<file path="config.mk">
export PLATFORM = sky130hd
export DESIGN_NAME = key_sched_iter
export DESIGN_NICKNAME = d
export VERILOG_FILES = /design/src/rtl/aes_pkg.sv /design/src/rtl/aes_sbox_word.sv /design/src/rtl/key_sched_iter.sv
export SDC_FILE = /design/constraint.sdc
export NUM_CORES = 2
export LEC_CHECK = 0
export CAP_MARGIN = 20
export CORE_MARGIN = 3
export CORE_UTILIZATION = 30
export DETAILED_ROUTE_END_ITERATION = 12
export PLACE_DENSITY = 0.51
export SLEW_MARGIN = 20
export SYNTH_ARGS = -nofsm -noshare
export SYNTH_HDL_FRONTEND = slang
export SYNTH_SLANG_ARGS = --single-unit
</file>
<file path="constraint.sdc">
create_clock -name clk -period 7.4 [get_ports clk]
set_input_delay 1.48 -clock clk [delete_from_list [all_inputs] [get_ports clk]]
set_output_delay 1.48 -clock clk [all_outputs]
set_load 0.03 [all_outputs]
</file>
<file path="src/rtl/aes_pkg.sv">
// Shared AES definitions used by the key schedule: key-size encodings,
// FSM state type, Nk/Nr lookup, the forward S-box and GF(2^8) xtime.
package aes_pkg;

    localparam logic [1:0] MODE_AES128 = 2'b00;
    localparam logic [1:0] MODE_AES192 = 2'b01;
    localparam logic [1:0] MODE_AES256 = 2'b10;

    typedef enum logic [1:0] {
        ST_IDLE   = 2'd0,
        ST_EXPAND = 2'd1,
        ST_OUT    = 2'd2
    } state_t;

    // Forward S-box, entry 0 in the most significant byte.
    localparam logic [2047:0] SBOX_TABLE = {
        128'h637c777bf26b6fc53001672bfed7ab76,
        128'hca82c97dfa5947f0add4a2af9ca472c0,
        128'hb7fd9326363ff7cc34a5e5f171d83115,
        128'h04c723c31896059a071280e2eb27b275,
        128'h09832c1a1b6e5aa0523bd6b329e32f84,
        128'h53d100ed20fcb15b6acbbe394a4c58cf,
        128'hd0efaafb434d338545f9027f503c9fa8,
        128'h51a3408f929d38f5bcb6da2110fff3d2,
        128'hcd0c13ec5f974417c4a77e3d645d1973,
        128'h60814fdc222a908846eeb814de5e0bdb,
        128'he0323a0a4906245cc2d3ac629195e479,
        128'he7c8376d8dd54ea96c56f4ea657aae08,
        128'hba78252e1ca6b4c6e8dd741f4bbd8b8a,
        128'h703eb5664803f60e613557b986c11d9e,
        128'he1f8981169d98e949b1e87e9ce5528df,
        128'h8ca1890dbfe6426841992d0fb054bb16
    };

    // Entry x sits at bit offset (255 - x) * 8, which is {~x, 3'b000}.
    function automatic logic [7:0] sbox(input logic [7:0] x);
        return SBOX_TABLE[{~x, 3'b000} +: 8];
    endfunction

    function automatic logic [7:0] xtime(input logic [7:0] b);
        return {b[6:0], 1'b0} ^ (b[7] ? 8'h1b : 8'h00);
    endfunction

    // Key length in words; the reserved encoding behaves as AES-128.
    function automatic logic [3:0] nk_of(input logic [1:0] mode);
        case (mode)
            MODE_AES192: return 4'd6;
            MODE_AES256: return 4'd8;
            default:     return 4'd4;
        endcase
    endfunction

    // Number of rounds; round keys run from 0 to Nr.
    function automatic logic [3:0] nr_of(input logic [1:0] mode);
        case (mode)
            MODE_AES192: return 4'd12;
            MODE_AES256: return 4'd14;
            default:     return 4'd10;
        endcase
    endfunction

endpackage

</file>
<file path="src/rtl/aes_sbox_word.sv">
// SubWord: four parallel S-box lookups on one 32-bit word, purely combinational.
module aes_sbox_word
    import aes_pkg::*;
(
    input  logic [31:0] din,
    output logic [31:0] dout
);

    genvar gi;
    generate
        for (gi = 0; gi < 4; gi++) begin : g_byte
            assign dout[8*gi +: 8] = sbox(din[8*gi +: 8]);
        end
    endgenerate

endmodule

</file>
<file path="src/rtl/key_sched_iter.sv">
// Iterative AES key expansion: one schedule word per cycle, four words
// assembled into a round key that is handed out with a valid/ready handshake.
// Only the last eight words are kept, which covers w[i-1] and w[i-Nk].
module key_sched_iter
    import aes_pkg::*;
#(
    parameter int WORD_LEN = 32,
    parameter int KEY_MAX  = 256
)(
    input  logic                  clk,
    input  logic                  reset,
    input  logic                  start,
    input  logic [1:0]            key_mode,
    input  logic [KEY_MAX-1:0]    key_in,
    input  logic                  rk_ready,
    output logic                  rk_valid,
    output logic [4*WORD_LEN-1:0] round_key,
    output logic [3:0]            rk_index,
    output logic                  busy,
    output logic                  done
);

    localparam int W = WORD_LEN;

    state_t           state_reg, state_next;
    logic [1:0]       mode_reg;
    logic [KEY_MAX-1:0] key_reg;
    logic [5:0]       i_reg;
    logic [2:0]       k_reg;        // i mod Nk, kept as a counter to avoid a divider
    logic [3:0]       r_reg;
    logic [7:0]       rcon_reg;
    logic [W-1:0]     win_reg [0:7]; // win_reg[n] holds w[i-1-n]
    logic [W-1:0]     asm_reg [0:2];
    logic [1:0]       j_reg;        // word position inside the round key
    logic [4*W-1:0]   round_key_reg;
    logic             done_reg;

    logic [W-1:0]     key_words [0:7];
    logic [3:0]       nk, nr;
    logic [2:0]       nk_last;
    logic             in_key;
    logic [W-1:0]     prev_word, back_word, sub_in, sub_out, temp, new_word;

    genvar gi;
    generate
        for (gi = 0; gi < 8; gi++) begin : g_key_word
            assign key_words[gi] = key_reg[KEY_MAX-1-W*gi -: W];
        end
    endgenerate

    assign nk        = nk_of(mode_reg);
    assign nr        = nr_of(mode_reg);
    assign nk_last   = 3'(nk - 4'd1);
    assign in_key    = i_reg < {2'b00, nk};
    assign prev_word = win_reg[0];
    assign back_word = win_reg[nk_last];
    assign sub_in    = (k_reg == 3'd0) ? {prev_word[23:0], prev_word[31:24]} : prev_word;

    // Single S-box word: RotWord+SubWord and the AES-256 mid-key SubWord never coincide.
    aes_sbox_word u_sbox (
        .din  (sub_in),
        .dout (sub_out)
    );

    // Next schedule word from the window, key register and Rcon.
    always_comb begin
        temp = prev_word;
        if (k_reg == 3'd0)
            temp = sub_out ^ {rcon_reg, 24'h000000};
        else if (nk == 4'd8 && k_reg == 3'd4)
            temp = sub_out;
        new_word = in_key ? key_words[k_reg] : (back_word ^ temp);
    end

    // State register.
    always_ff @(posedge clk or negedge reset) begin
        if (!reset)
            state_reg <= ST_IDLE;
        else
            state_reg <= state_next;
    end

    // Next-state logic.
    always_comb begin
        state_next = state_reg;
        case (state_reg)
            ST_IDLE:   if (start) state_next = ST_EXPAND;
            ST_EXPAND: if (j_reg == 2'd3) state_next = ST_OUT;
            ST_OUT:    if (rk_ready) state_next = (r_reg == nr) ? ST_IDLE : ST_EXPAND;
            default:   state_next = ST_IDLE;
        endcase
    end

    // Outputs.
    always_comb begin
        rk_valid  = (state_reg == ST_OUT);
        busy      = (state_reg != ST_IDLE);
        round_key = round_key_reg;
        rk_index  = r_reg;
        done      = done_reg;
    end

    // Datapath: key latch, window shift, assembler, Rcon and round counter.
    always_ff @(posedge clk or negedge reset) begin
        if (!reset) begin
            mode_reg      <= '0;
            key_reg       <= '0;
            i_reg         <= '0;
            k_reg         <= '0;
            r_reg         <= '0;
            j_reg         <= '0;
            rcon_reg      <= 8'h01;
            round_key_reg <= '0;
            done_reg      <= 1'b0;
            for (int n = 0; n < 8; n++) win_reg[n] <= '0;
            for (int n = 0; n < 3; n++) asm_reg[n] <= '0;
        end else begin
            done_reg <= 1'b0;
            case (state_reg)
                ST_IDLE: begin
                    if (start) begin
                        mode_reg <= key_mode;
                        key_reg  <= key_in;
                        i_reg    <= '0;
                        k_reg    <= '0;
                        r_reg    <= '0;
                        j_reg    <= '0;
                        rcon_reg <= 8'h01;
                        for (int n = 0; n < 3; n++) asm_reg[n] <= '0;
                    end
                end
                ST_EXPAND: begin
                    for (int n = 7; n > 0; n--) win_reg[n] <= win_reg[n-1];
                    win_reg[0] <= new_word;
                    i_reg <= i_reg + 6'd1;
                    k_reg <= (k_reg == nk_last) ? 3'd0 : k_reg + 3'd1;
                    if (!in_key && k_reg == 3'd0)
                        rcon_reg <= xtime(rcon_reg);
                    if (j_reg == 2'd3)
                        round_key_reg <= {asm_reg[0], asm_reg[1], asm_reg[2], new_word};
                    else
                        asm_reg[j_reg] <= new_word;
                    j_reg <= j_reg + 2'd1;
                end
                ST_OUT: begin
                    if (rk_ready) begin
                        if (r_reg == nr)
                            done_reg <= 1'b1;
                        else
                            r_reg <= r_reg + 4'd1;
                    end
                end
                default: ;
            endcase
        end
    end

endmodule

</file>
Word level (Yosys, flattened, before mapping):

Cells that the tools add are included.

* flip-flop bits (word level): 764
* latch bits: 0
* memory bits (writable): 0
* bits in read-only memories: 0
* input port bits: 262
* output and inout bits: 135
* memories: 0

* add/sub/neg operators: 5
* multiply operators: 0
* div/mod/pow operators: 0
* order comparisons: 5
* equality and inequality tests: 15
* shift-type cells: 4
* multiplexer cells: 41
* bitwise gates (word level): 10
* reduce and logical (&&, ||, !) cells: 16

Operators by type and width (count)
* 2048-bit by 12-bit variable part select with 8-bit output (first input constant): 4
* 32-bit two-way mux: 9
* 32-bit binary-select mux with 3-bit select: 2
* 96-bit two-way mux: 2
* 96-bit case mux with 2 select lines: 1
* 96-bit bitwise mux: 1
* 32-bit demux with 2-bit select: 1
* 32-bit bitwise XOR: 2
* 8-bit NOT: 4
* 8-bit two-way mux: 2
* 4-bit case mux with 2 select lines: 2
* 8-bit case mux with 2 select lines: 1
* 4-bit two-way mux: 3
* 2-bit != test (second input constant): 6
* 3-bit case mux with 2 select lines: 2
* 6-bit case mux with 2 select lines: 1
* 3-bit AND reduction: 3
* 4-bit >= comparator (second input constant): 2
* 2-bit two-way mux: 4
* 3-bit NOT with 4-bit output: 2
* 8-bit by 5-bit bitwise XOR with 8-bit output: 1
* 6-bit by 1-bit adder with 6-bit output (second input constant): 1
* 2-bit == test (second input constant): 3
* 6-bit by 4-bit less-than comparator with 1-bit output: 1
* 25 further kinds: 36

Depth between registers and ports, before layout:

* word-level depth: 12
* mapped depth: 24
* gate-level depth less buffers: 17

Modules after synthesis:

A second synthesis with hierarchy kept.

* cell total of the unflattened synthesis: 5586
* area, all modules: 46575.9 sq um

Modules (own cells, without submodules)
* key_sched_iter: times used 1, cells an instance 3403, area each 33190.6 sq um, seq. area each 19119.6 sq um
* aes_sbox_word: times used 1, cells an instance 2183, area each 13385.3 sq um, seq. area each 0.0 sq um

Least setup slack after synthesis:

Ideal clock, no wire load.

* path type: register to register
* start: register k_reg[0]
* end: register asm_reg[19] in the netlist's numbering
* data arrival time: 5213 ps
* required time: 7271 ps
* path slack: 2059 ps
* stages on the path, launching flop included: 24
* path buffers: 8
* clock period less this slack: 5341 ps
* cells stage by stage: dfrtp_1 > clkbuf_1 > clkbuf_1 > clkbuf_1 > inv_1 > ha_1 > nor2b_1 > buf_6 > buf_12 > mux2_2 > buf_2 > buf_2 > ha_1 > clkbuf_1 > a211oi_1 > a211oi_1 > nor3_1 > a21oi_1 > a2111oi_0 > a2111oi_0 > a211oi_1 > xnor2_1 > a21oi_2 > o21ai_1

* longest elaborated chain between the ends: 11

Ends and longest elaborated chain
* start: declaration: RTL line key_sched_iter.sv:29 `logic [2:0] k_reg;`
* start signal: assignment: RTL line key_sched_iter.sv:136 `k_reg <= (k_reg == nk_last) ? 3'd0 : k_reg + 3'd1;`
* 3-bit logical NOT: RTL line key_sched_iter.sv:57, key_sched_iter.sv:68
* 32-bit two-way mux: RTL line key_sched_iter.sv:57 `assign sub_in = (k_reg == 3'd0) ? {prev_word[23:0], prev_word[31:24]} : prev_word;`
* 8-bit NOT: RTL line aes_pkg.sv:37 `return SBOX_TABLE[{~x, 3'b000} +: 8];`
* 2048-bit by 12-bit variable part select with 8-bit output: RTL line aes_pkg.sv:37
* 32-bit two-way mux or 32-bit bitwise XOR (tied branches): RTL line key_sched_iter.sv:70, key_sched_iter.sv:69
* 32-bit two-way mux: RTL line key_sched_iter.sv:68 `if (k_reg == 3'd0)`
* 32-bit bitwise XOR: RTL line key_sched_iter.sv:72 `new_word = in_key ? key_words[k_reg] : (back_word ^ temp);`
* 32-bit two-way mux (*): RTL line key_sched_iter.sv:72
* 96-bit bitwise mux (*): RTL line key_sched_iter.sv:142 `asm_reg[j_reg] <= new_word;`
* 96-bit two-way mux (*): RTL line key_sched_iter.sv:139 `if (j_reg == 2'd3)`
* 96-bit case mux with 2 select lines (*): RTL line key_sched_iter.sv:119 `case (state_reg)`
* end signal: indexed assignment: RTL line key_sched_iter.sv:142
* end: declaration: RTL line key_sched_iter.sv:33 `logic [W-1:0] asm_reg [0:2];`

Every way passes the cells marked *; elsewhere a longest branch is shown, timed or not. The select of a mux whose other input is x is not followed.
A chain may end at the register's enable or synchronous reset.

Worst setup path after layout:

* start: register k_reg[1]
* end: register asm_reg[33] in the netlist's numbering

Same word-level chain as after synthesis.

==> impl_metrics.ini <==
[floorplanning]
die_area_um2 = 159800
core-area_um2 = 153000
fp.dieW_um = 399.7
die_y_um = 399.7
fp-row-count = 143
initial_utilization_pct = 30.40
io_pins = 397

[setup_path]
worstSetupStartpointType = flop
cp.arrival_ns = 6.89
reg2reg_depth = 16
cp.required_ns = 8.00
r2r_end = asm_reg[33]
critPathMaxFanout = 25
r2r_slack_ns = 1.11
crit_path_end_kind = flop
crit_start = k_reg[1]
reg2reg_from = k_reg[1]
path_class = flop to flop

[synth]
synth_cells = 5733
syn-cell-area_um2 = 46500
synthSimpleGateAreaFrac_pct = 23.19
synth_area_leaders = dfrtp_1, nand2_1, mux4_2, o21ai_0, a21oi_1
yosys.area_share.xor_xnor_pct = 0.9606
synth-compound-area-share_pct = 20.26
async_reset_ff_share_pct = 100.0
yosys_register_bits = 764
synth_top_family_by_area = simple AND/OR/NAND/NOR gates
yosysTopAreaCellShare_pct = 41.06
yosysWarnings = 0
synth_top_cell_by_area = dfrtp_1
synth_edf_count = 0
synthMuxAreaShare_pct = 8.040
postSynth.topFlopCell = dfrtp_1
avgSynthCellArea_um2 = 8.111
synth.distinct_cells = 103
synthesis.nets = 6041
synth-adder-area-share_pct = 1.238
synth_sequential_area_ratio_pct = 41.12

[grt]
grt_first_pass_wirelength_um = 326800
grt_max_degree = 223
grt_pass1_vias = 45090
antenna_found_initial = 18
grt_overflow = 0
grtUsageTotal_pct = 27.50

[min_path]
holdPathEnd = win_reg[85]
hp-start = win_reg[117]
min-delay-path-class = flop to flop
hold_path_depth = 2

[sta]
timing.hold.ws_ns = 0.4627
slew_headroom_pct = 17.65
period_share_pct = 85.03
finalClockSkew_ns = 0.05295
slew_viol_final = 0
setup_total_negative_slack_ns = 0
finalHoldViolCount = 0
max_freq_mhz = 158.9
rsz0062_at_grt = false
fin_crit_ns = 6.292
setup_viol = 0
max_slew.worst_pin.slew_ns = 1.201

[place]
placedCellCount = 7819
port_buffers = 396
dp_hpwl_um = 158200
placed_cell_area_um2 = 52440
gp_congestion = 1.005

[cts]
cts_buffers = 89
clockBufferDepth = 3
cts_hold_buf = 0
post-cts-setup-buffers = 0
clock-sinks = 764
cts_tree = built
cts_resized = 0
htreeDepth = 3
clockRootBuffer = clkbuf_16
clkTransAtPathRegs_ns = 0.06
clk_latency_ns = 0.71

[detailed_routing]
viasPerCell = 5.830
firstDrtPassIters = 6
drtAntennaViolNets = 0
routedWlPerCell_um = 28.10
routed_wl_um = 224600
routed-via-count = 46590
drt-initial-drc-count = 5770
detail_route.drc_violations = 0

[layout]
largest_reg_flops = 256
mostFrequentLayoutCells = nand2_1, dfrtp_1, clkdlybuf4s50_1, o21ai_0, a21oi_1
stdcell_area_um2 = 55550
fillers = 15940
drive_gt1_share_pct = 9.170
area_growth_pct = 19.46
layout_commonest_cell = nand2_1
fin_cells = 7992
fin_nets = 6188

[flow_run]
maxCapViolCount = 0

[status]
status = completed
==> cells by family (layout without fill, tap and decap cells) <==
family / count (synthesis) / count (layout)
other cells: 0 / 8
fa+ha+maj: 46 / 46
simple gates: 2675 / 2675
xor+xnor: 51 / 51
mux: 239 / 239
flops: 764 / 764
compound gates: 1396 / 1396
buf+inv: 562 / 783
==> critical path, cell delays in order, from the launching register on <==
cell and delay, ns:
dfrtp_4 0.63, inv_1 0.11, ha_1 0.49, nand2b_4 0.38
mux2_2 0.62, inv_1 0.40, ha_1 0.32, buf_4 0.20
a211oi_1 0.68, o21ai_0 0.29, o2111ai_1 0.25, a21oi_1 0.11
o311ai_0 0.45, o221ai_1 0.35, xor2_1 0.28, nand2_1 0.27
a32o_1 0.32
==> metal layers <==
| layer | global-route usage, % | part of all wire [%] | up-vias |
|---|---|---|---|
| met2 | 41.95 | 44 | 2543 |
| met3 | 5.563 | 8.5 | 572 |
| met5 | 0 | 0.059 | - |
| met4 | 12.36 | 5.4 | 20 |
| met1 | 37.55 | 42 | 23010 |
| li1 | - | - | 20450 |
==> synth_stat cells (all sizes together), types with 50 or more instances <==
library cell / instances
o31ai: 50
dfrtp: 763
buf: 205
a211oi: 86
a221oi: 52
nor2: 231
a21oi: 245
nand2: 2112
mux4: 101
a31oi: 90
nand3: 97
o211ai: 61
clkbuf: 305
inv: 51
nor3: 80
mux2i: 96
o21ai: 379
==> worst max path at each step <==
stage                   to  slack [ns]  cells past startpoint
6_report       asm_reg[33]        1.11                     16
5_1_grt        asm_reg[73]        0.84                     16
4_1_cts        asm_reg[73]        1.25                     16
3_5_place_dp   asm_reg[73]        1.26                     16
3_3_place_gp   asm_reg[73]        1.22                     16
2_1_floorplan  asm_reg[19]        2.06                     23
==> final cells by class <==
cell class	instances	area, µm²	area share [%]
multi-input combinational	4407	25210	45.39
sequential	764	19130	34.43
timing repair buffer	566	5370	9.667
clock buffer	133	2624	4.723
tap	2030	2540	4.572
clock inverter	32	461.7	0.8311
inverter	52	195.2	0.3514
antenna	8	20.02	0.03604
==> through the flow <==
stage	setup WS, ns	util, %
global route	0.8376	36.30
finish	1.108	36.31
detailed placement	1.262	34.28
global placement	1.218	34.28
floorplan	2.059	-
CTS	1.253	36.30
Power is not shown: default switching activity piles up to over one toggle a cycle in this logic, so the estimate is an artifact.
